[src/rtl/cpu_pkg.sv]
// ============================================================================
// cpu_pkg : shared widths and state encoding for the jump-target stage
// Rev 1.0
// ============================================================================
`default_nettype none

package cpu_pkg;

    localparam int JTARGET_W   = 26;
    localparam int STALL_CNT_W = 16;

    typedef enum logic [1:0] {
        ST_EMPTY = 2'd0,
        ST_ONE   = 2'd1,
        ST_TWO   = 2'd2
    } jreg_state_t;

endpackage

`default_nettype wire

[src/rtl/dff_en_arn.sv]
// ============================================================================
// dff_en_arn : W-bit enabled register, async active-low clear plus sync clear
// Rev 1.0
// ============================================================================
`default_nettype none

module dff_en_arn #(
    parameter int W = 26
) (
    input  logic         clk,
    input  logic         rst_n,
    input  logic         clr,
    input  logic         en,
    input  logic [W-1:0] d,
    output logic [W-1:0] q
);

    // Sync clear outranks the enable so a flush always empties the slot.
    always_ff @(posedge clk or negedge rst_n) begin
        if (!rst_n) begin
            q <= '0;
        end else if (clr) begin
            q <= '0;
        end else if (en) begin
            q <= d;
        end
    end

endmodule

`default_nettype wire

[src/rtl/jreg_pipe_ctrl.sv]
// ============================================================================
// jreg_pipe_ctrl : valid/ready pipeline stage with 2-entry skid, flush and an
// optional back-pressure counter enabled by JREG_STALL_CNT_EN.
// Rev 1.0
// ============================================================================
`default_nettype none

module jreg_pipe_ctrl
    import cpu_pkg::*;
#(
    parameter int W     = JTARGET_W,
    parameter int CNT_W = STALL_CNT_W
) (
    input  logic             clk,
    input  logic             rst_n,
    input  logic             flush,
    input  logic             in_valid,
    output logic             in_ready,
    input  logic [W-1:0]     in_data,
    output logic             out_valid,
    input  logic             out_ready,
`ifdef JREG_STALL_CNT_EN
    output logic [CNT_W-1:0] stall_cnt,
`endif
    output logic [W-1:0]     out_data
);

    jreg_state_t r_state;
    jreg_state_t w_state_nxt;
    logic        w_in_acc;
    logic        w_out_acc;
    logic        w_head_en;
    logic        w_head_from_skid;
    logic        w_skid_en;
    logic [W-1:0] w_head_d;
    logic [W-1:0] r_skid;

    if (CNT_W < 1) begin : g_bad_cnt_w
        $error("CNT_W must be at least 1");
    end

    assign w_in_acc  = in_valid & in_ready;
    assign w_out_acc = out_valid & out_ready;

    always_ff @(posedge clk or negedge rst_n) begin
        if (!rst_n) begin
            r_state <= ST_EMPTY;
        end else begin
            r_state <= w_state_nxt;
        end
    end

    always_comb begin
        w_state_nxt = r_state;
        if (flush) begin
            w_state_nxt = ST_EMPTY;
        end else begin
            case (r_state)
                ST_EMPTY: if (w_in_acc) w_state_nxt = ST_ONE;
                ST_ONE: begin
                    if (w_in_acc && !w_out_acc)      w_state_nxt = ST_TWO;
                    else if (w_out_acc && !w_in_acc) w_state_nxt = ST_EMPTY;
                end
                ST_TWO:   if (w_out_acc) w_state_nxt = ST_ONE;
                default:  w_state_nxt = ST_EMPTY;
            endcase
        end
    end

    // Ready/valid depend on the state register alone, never on out_ready.
    always_comb begin
        in_ready         = (r_state != ST_TWO);
        out_valid        = (r_state != ST_EMPTY);
        w_head_en        = 1'b0;
        w_head_from_skid = 1'b0;
        w_skid_en        = 1'b0;
        case (r_state)
            ST_EMPTY: w_head_en = w_in_acc;
            ST_ONE: begin
                w_head_en = w_in_acc & w_out_acc;
                w_skid_en = w_in_acc & ~w_out_acc;
            end
            ST_TWO: begin
                w_head_en        = w_out_acc;
                w_head_from_skid = 1'b1;
            end
            default: ;
        endcase
    end

    assign w_head_d = w_head_from_skid ? r_skid : in_data;

    dff_en_arn #(.W(W)) u_head (
        .clk   (clk),
        .rst_n (rst_n),
        .clr   (flush),
        .en    (w_head_en),
        .d     (w_head_d),
        .q     (out_data)
    );

    dff_en_arn #(.W(W)) u_skid (
        .clk   (clk),
        .rst_n (rst_n),
        .clr   (flush),
        .en    (w_skid_en),
        .d     (in_data),
        .q     (r_skid)
    );

`ifdef JREG_STALL_CNT_EN
    logic [CNT_W-1:0] r_stall_cnt;

    // Saturating; flush deliberately leaves the count alone.
    always_ff @(posedge clk or negedge rst_n) begin
        if (!rst_n) begin
            r_stall_cnt <= '0;
        end else if (out_valid && !out_ready && (r_stall_cnt != '1)) begin
            r_stall_cnt <= r_stall_cnt + CNT_W'(1);
        end
    end

    assign stall_cnt = r_stall_cnt;
`endif

endmodule

`default_nettype wire

[config.mk]
export PLATFORM = sky130hd
export DESIGN_NAME = jreg_pipe_ctrl
export DESIGN_NICKNAME = d
export VERILOG_FILES = /design/src/rtl/cpu_pkg.sv /design/src/rtl/dff_en_arn.sv /design/src/rtl/jreg_pipe_ctrl.sv
export SDC_FILE = /design/constraint.sdc
export NUM_CORES = 1
export LEC_CHECK = 0
export CORE_MARGIN = 4
export CORE_UTILIZATION = 44
export CTS_CLUSTER_SIZE = 8
export DETAILED_ROUTE_END_ITERATION = 8
export PLACE_DENSITY = 0.85
export SYNTH_ARGS = -nofsm -noshare
export SYNTH_HDL_FRONTEND = slang
export SYNTH_SLANG_ARGS = --single-unit
[constraint.sdc]
create_clock -name clk -period 1.3 [get_ports clk]
set_input_delay 0.13 -clock clk [delete_from_list [all_inputs] [get_ports clk]]
set_output_delay 0.13 -clock clk [all_outputs]
set_load 0.02 [all_outputs]
# After elaboration in Yosys (flattened, before gate mapping)
# Index checks and enable logic that the tools add are counted.
[word_totals]
ff_bits = 54
inputBits = 31
out_inout_bits = 28
word_cells = 37
[classes]
n_eq_ne = 6
n_mux = 14
bitwise = 5
n_reduce_logical = 9
[ops]
columns = ["op", "n"]
rows = [
  ["$mux 26", 5],
  ["$mux 2", 5],
  ["$ne 3x3->1 const B", 2],
  ["$pmux 2 s3", 1],
  ["$reduce_bool 2->1", 3],
  ["$and 1x1->1", 4],
  ["$ne 4x4->1 const B", 1],
  ["$pmux 1 s3", 1],
  ["$reduce_and 3->1", 1],
  ["$eq 2x1->1 const B", 1],
  ["$eq 2x2->1 const B", 1],
  ["$logic_and 1x1->1", 2],
  ["$logic_not 1->1", 2],
  ["$logic_not 2->1", 1],
  ["$mux 1", 2],
  ["$ne 2x2->1 const B", 1],
  ["$not 1->1", 1],
]

# Logic depth before layout (Yosys ltp)
[logic_depth]
depth_word = 8
mapped_depth = 5
depth_no_buf = 4

# Cells and area by module
# From an unflattened synthesis, not the netlist that was laid out.
[hier_totals]
hier_cells = 213
hier_area_um2 = 2687.6
[by_module_without_submodules]
columns = ["mod", "n_inst", "cells_per_inst", "area_each_um2", "seq_area_each_um2"]
rows = [
  ["dff_en_arn", 2, 84, 1073.5, 650.6],
  ["jreg_pipe_ctrl", 1, 45, 540.5, 50.0],
]

# Worst setup path after synthesis
# No wires, ideal clock.
[synth_timing]
kind = "register to register"
start = "reg r_state[1]"
end = "reg u_head.q[25]"
setup_time_ps = 94
arrival_time_ps = 1218
required_ps = 1206
slack_ps = -12
stages_incl_launch_ff = 6
path_buffers = 1
synth_period_minus_slack_ps = 1312
cell_sequence = "dfrtp_1 -> nand2b_2 -> o2bb2ai_2 -> buf_4 -> nor2_1 -> a211oi_1"
[synth_via]
elab_chain_len = 5
elab_cells_between_ends = 14
classes_between = "eq/ne (3); mux (5); bitwise (3); reduce/logical (3)"
[synth_lines]
columns = ["element", "line_no", "source"]
rows = [
  ["start: declaration", "jreg_pipe_ctrl.sv:28", "jreg_state_t r_state;"],
  ["start signal: assignment", "jreg_pipe_ctrl.sv:49", "r_state <= w_state_nxt;"],
  ["$ne 2x2->1 (tied with other cells)", "jreg_pipe_ctrl.sv:72", "in_ready = (r_state != ST_TWO);"],
  ["$and 1x1->1 (tied with other cells)", "jreg_pipe_ctrl.sv:42", "assign w_in_acc = in_valid & in_ready;"],
  ["$and 1x1->1 or $mux 26 (tied branches)", "jreg_pipe_ctrl.sv:80, jreg_pipe_ctrl.sv:91", ""],
  ["$pmux 1 s3 or $mux 26 (tied branches)", "jreg_pipe_ctrl.sv:77, dff_en_arn.sv:24", ""],
  ["$reduce_bool 2->1 (no line) or $mux 26 (tied branches)", "-", ""],
  ["end signal: assignment", "dff_en_arn.sv:21", "q <= '0;"],
  ["end signal: assignment", "dff_en_arn.sv:23", "q <= '0;"],
  ["end signal: assignment", "dff_en_arn.sv:25", "q <= d;"],
  ["end: declaration", "dff_en_arn.sv:15", "output logic [W-1:0] q"],
]
# Parallel ways exist; a longest one is shown, timed or not. The select of a mux whose other input is x is not followed.
# A chain may end at the register's enable or synchronous reset.

# Worst setup path in the final report
[layout_timing]
start = "reg r_state[0]"
end = "reg u_skid.q[1]"
[layout_via]
elab_chain_len = 6
elab_cells_between_ends = 9
classes_between = "eq/ne (2); mux (1); bitwise (4); reduce/logical (2)"
[layout_lines]
columns = ["element", "line_no", "source"]
rows = [
  ["$reduce_bool 2->1", "jreg_pipe_ctrl.sv:73", "out_valid = (r_state != ST_EMPTY);"],
  ["$and 1x1->1", "jreg_pipe_ctrl.sv:43", "assign w_out_acc = out_valid & out_ready;"],
  ["$not 1->1", "jreg_pipe_ctrl.sv:81", "w_skid_en = w_in_acc & ~w_out_acc;"],
  ["$and 1x1->1", "jreg_pipe_ctrl.sv:81", ""],
  ["$mux 1 *", "jreg_pipe_ctrl.sv:77", "case (r_state)"],
  ["$reduce_bool 2->1 (no line) *", "-", ""],
  ["end signal: assignment", "dff_en_arn.sv:21", ""],
  ["end signal: assignment", "dff_en_arn.sv:23", ""],
  ["end signal: assignment", "dff_en_arn.sv:25", ""],
  ["end: declaration", "dff_en_arn.sv:15", ""],
]
# Every way passes the cells marked *; elsewhere a longest branch is shown, timed or not.

==> flow_metrics.env <==
export IMPL_crit_family="buffers and inverters"
export IMPL_fin_nets=305
export IMPL_dpl_instance_area_sq_mm=0.00316
export IMPL_period_minus_slack_ps=1530
export IMPL_via_per_inst=5.63
export IMPL_power_frac_comb_pct=25.5
export IMPL_cap_violations=0
export IMPL_ios=59
export IMPL_drive_above_1_share_pct=43.3
export IMPL_wl_per_cell_um=21.2
export IMPL_path_clk_slew_ps=100
export IMPL_crit_path_frequent_cell="buf_6"
export IMPL_power_switching_mw=1.11
export IMPL_cp_arrival_ps=1720
export IMPL_power_leakage_nw=1.69
export IMPL_slew_headroom_pct=73.0
export IMPL_rsz0062_at_grt="true"
export IMPL_critical_path_n_buffers_inverters=4
export IMPL_final_cells=345
export IMPL_track_usage_pct=21.2
export IMPL_grt_pass1_wl_um=10600
export IMPL_pre_cts_slack_ps=-300
export IMPL_synth_seq_cells=54
export IMPL_coreArea_sq_mm=0.00514
export IMPL_grt_pass1_vias=2125
export IMPL_rows=26
export IMPL_syn_num_nets=218
export IMPL_cp_slowest_stage_delay_ps=410
export IMPL_clk_path_buf_depth=2
export IMPL_multi_input_area_sq_mm=0.00126
export IMPL_port_buffers=58
export IMPL_critPathCaptureType="register"
export IMPL_clockPowerShare_pct=25.5
export IMPL_synth_area_leaders="dfrtp_1 57%, mux2i_1 11%, a22o_1 9.7%"
export IMPL_ctsHtreeMaxLevel=2
export IMPL_final_cell_area_sq_mm=0.00386
export IMPL_grt_max_degree=28
export IMPL_dp_hpwl_um=3720
export IMPL_cts_sinks=54
export IMPL_syn_area_sq_mm=0.00236
export IMPL_clock_fmax_ghz=0.654
export IMPL_place_inst=320
export IMPL_yosysUniqueCellTypes=22
export IMPL_switching_share_pct=29.3
export IMPL_powerDensity_mw_per_mm2=979
export IMPL_start_util_pct=45.8
export IMPL_cp_max_fo=5
export IMPL_die_h_um=81.2
export IMPL_routed_wl_um=7320
export IMPL_area_growth_pct=63.9
export IMPL_antenna_found_initial=0
export IMPL_p_int_mw=2.67
export IMPL_route_detailed_drc=0
export IMPL_skew_ps=7.85
export IMPL_fill_cells=331
export IMPL_crit_chain="buf_6, nor2b_4, buf_6, nor3b_4, buf_6, clkbuf_16, a22o_1"
export IMPL_fin_ws_ps=-229
export IMPL_clkLatencyLatePin_ps=310
export IMPL_setup_tns_ps=-9430
export IMPL_setup_viol=54
export IMPL_numCtsBuffers=5
export IMPL_cp_required_ps=1490
export IMPL_die_w_um=81.2
export IMPL_vias=1944
export IMPL_slowest_stage="dfrtp_1"
export IMPL_cp_start_kind="register"
export IMPL_finalHoldViolCount=0
export IMPL_first_pass_iters=4
export IMPL_outcome="complete, but fails checks"
export IMPL_hp_class="in -> async"
export IMPL_seq_area_sq_mm=0.00135
export IMPL_die_area_sq_mm=0.00659
export IMPL_synth_cells=187
export IMPL_critPathKind="reg -> reg"
export IMPL_tightest_slew_ps=405
export IMPL_gp_congestion=0.761
export IMPL_cts_tree="done"
export IMPL_avgSynthCellArea_sq_um=12.6
export IMPL_slew_violations=0
export IMPL_cts_root_buf="clkbuf_8"
export IMPL_ys_seq_area_share_pct=57.4
export IMPL_yosysWarnings=0
export IMPL_grt_overflow=0
export IMPL_postRouteAntennaNets=0
export IMPL_drt_initial_drc_count=130
export IMPL_p_seq_share_pct=49.0
export IMPL_synthDominantCellAreaShare_pct=57.4
export IMPL_antenna_cells=0
export IMPL_peakVddDrop_uv=755
export IMPL_synth_largest_area_cell="dfrtp_1"
export IMPL_post_route_period_util_pct=118
export IMPL_violations="setup timing"
-- what timing repair did --
action	4_1_cts	5_1_grt
setup buffers	6	5
pin swaps	4	21
gates cloned	3	5
gates resized for setup	90	49
hold buffers	1	0
endpoints found under the hold margin	14	0
setup endpoints to repair	80	55
-- synthesized netlist by cell type --
master / number
a211oi_1: 26
a21oi_1: 1
a21oi_2: 1
a22o_1: 26
a2bb2oi_1: 1
and2b_2: 1
buf_2: 3
buf_4: 7
buf_6: 1
buf_8: 1
clkbuf_1: 3
dfrtp_1: 54
inv_1: 2
mux2i_1: 26
nand2b_2: 1
nor2_1: 27
nor2b_4: 1
nor3_1: 1
nor3b_4: 1
o2bb2ai_2: 1
or2_2: 1
xnor2_1: 1
-- power by group through the flow --
| stage | clock network, mW | registers, mW | logic, mW |
|---|---|---|---|
| floorplan | 0 | 1.94 | 0.247 |
| global placement | 0 | 1.86 | 0.718 |
| detailed placement | 0 | 1.86 | 0.734 |
| CTS | 0.974 | 1.83 | 0.880 |
| global route | 1.05 | 1.86 | 1.02 |
| finish | 0.964 | 1.85 | 0.963 |
-- sequential cells by signal, indices dropped and copies added (netlist names) --
name      flops
u_skid.q     26
r_state       2
u_head.q     26
-- through the flow --
step | hold WS [ps] | util, % | power [mW]
CTS | 272 | 69.7 | 3.69
detailed placement | 72.4 | 61.6 | 2.59
floorplan | -166 | - | 2.18
global route | 305 | 75.1 | 3.94
finish | 272 | 75.1 | 3.78
global placement | 74.7 | 61.6 | 2.57
-- area by class of cell --
| class | instances | share of cell area, % |
|---|---|---|
| clock buffers | 7 | 2.24 |
| clock inverters | 1 | 0.130 |
| inverters | 2 | 0.194 |
| multi-input cells | 116 | 32.6 |
| flip-flops and latches | 54 | 35.0 |
| well taps | 70 | 2.27 |
| repair buffers | 95 | 27.5 |
-- cells by family after synthesis --
group,synth area share (%)
xor+xnor,0.372
simple gates,6.90
flops,57.4
mux,11.0
compound gates,19.5
buf+inv,4.78
-- cell usage in the layout (no fill, tap or decap), drive strengths merged --
| cell | instances |
|---|---|
| xnor2 | 1 |
| o2bb2ai | 1 |
| a211oi | 26 |
| nand2b | 1 |
| nor2b | 1 |
| a21oi | 2 |
| clkbuf | 11 |
| dlygate4sd3 | 1 |
| mux2i | 26 |
| nor2 | 27 |
| clkdlybuf4s50 | 29 |
| dlygate4sd2 | 26 |
| nor3 | 1 |
| buf | 35 |
| nor3b | 1 |
| dfrtp | 54 |
| and2b | 1 |
| a2bb2oi | 1 |
| clkinv | 1 |
| inv | 2 |
| a22o | 26 |
| or2 | 1 |
-- path summary, 6_finish.rpt --
| check | start | end | slack [ps] | cells past startpoint |
|---|---|---|---|---|
| setup / recovery | r_state[0]$_DFFE_PN0P_ | u_skid.q[1]$_DFFE_PN0P_ | -230 | 7 |
| min in group clk | in_data[17] | u_skid.q[17]$_DFFE_PN0P_ | 470 | 2 |
| max in group asynchronous | rst_n | r_state[1]$_DFFE_PN0P_ | 490 | 3 |
| setup reg to reg | r_state[0]$_DFFE_PN0P_ | u_skid.q[1]$_DFFE_PN0P_ | -230 | 7 |
| hold / removal | rst_n | u_skid.q[13]$_DFFE_PN0P_ | 270 | 2 |
| hold reg to reg | u_skid.q[12]$_DFFE_PN0P_ | u_skid.q[12]$_DFFE_PN0P_ | 520 | 1 |
-- layer usage --
| metal | track usage, % | vias up | share of wire, % |
|---|---|---|---|
| met2 | 34.2 | 70 | 50 |
| met5 | 0 | - | 0 |
| met1 | 28.6 | 994 | 43 |
| li1 | - | 868 | - |
| met3 | 4.66 | 12 | 4.7 |
| met4 | 6.76 | 0 | 1.8 |
(Power assumes the default switching activity.)
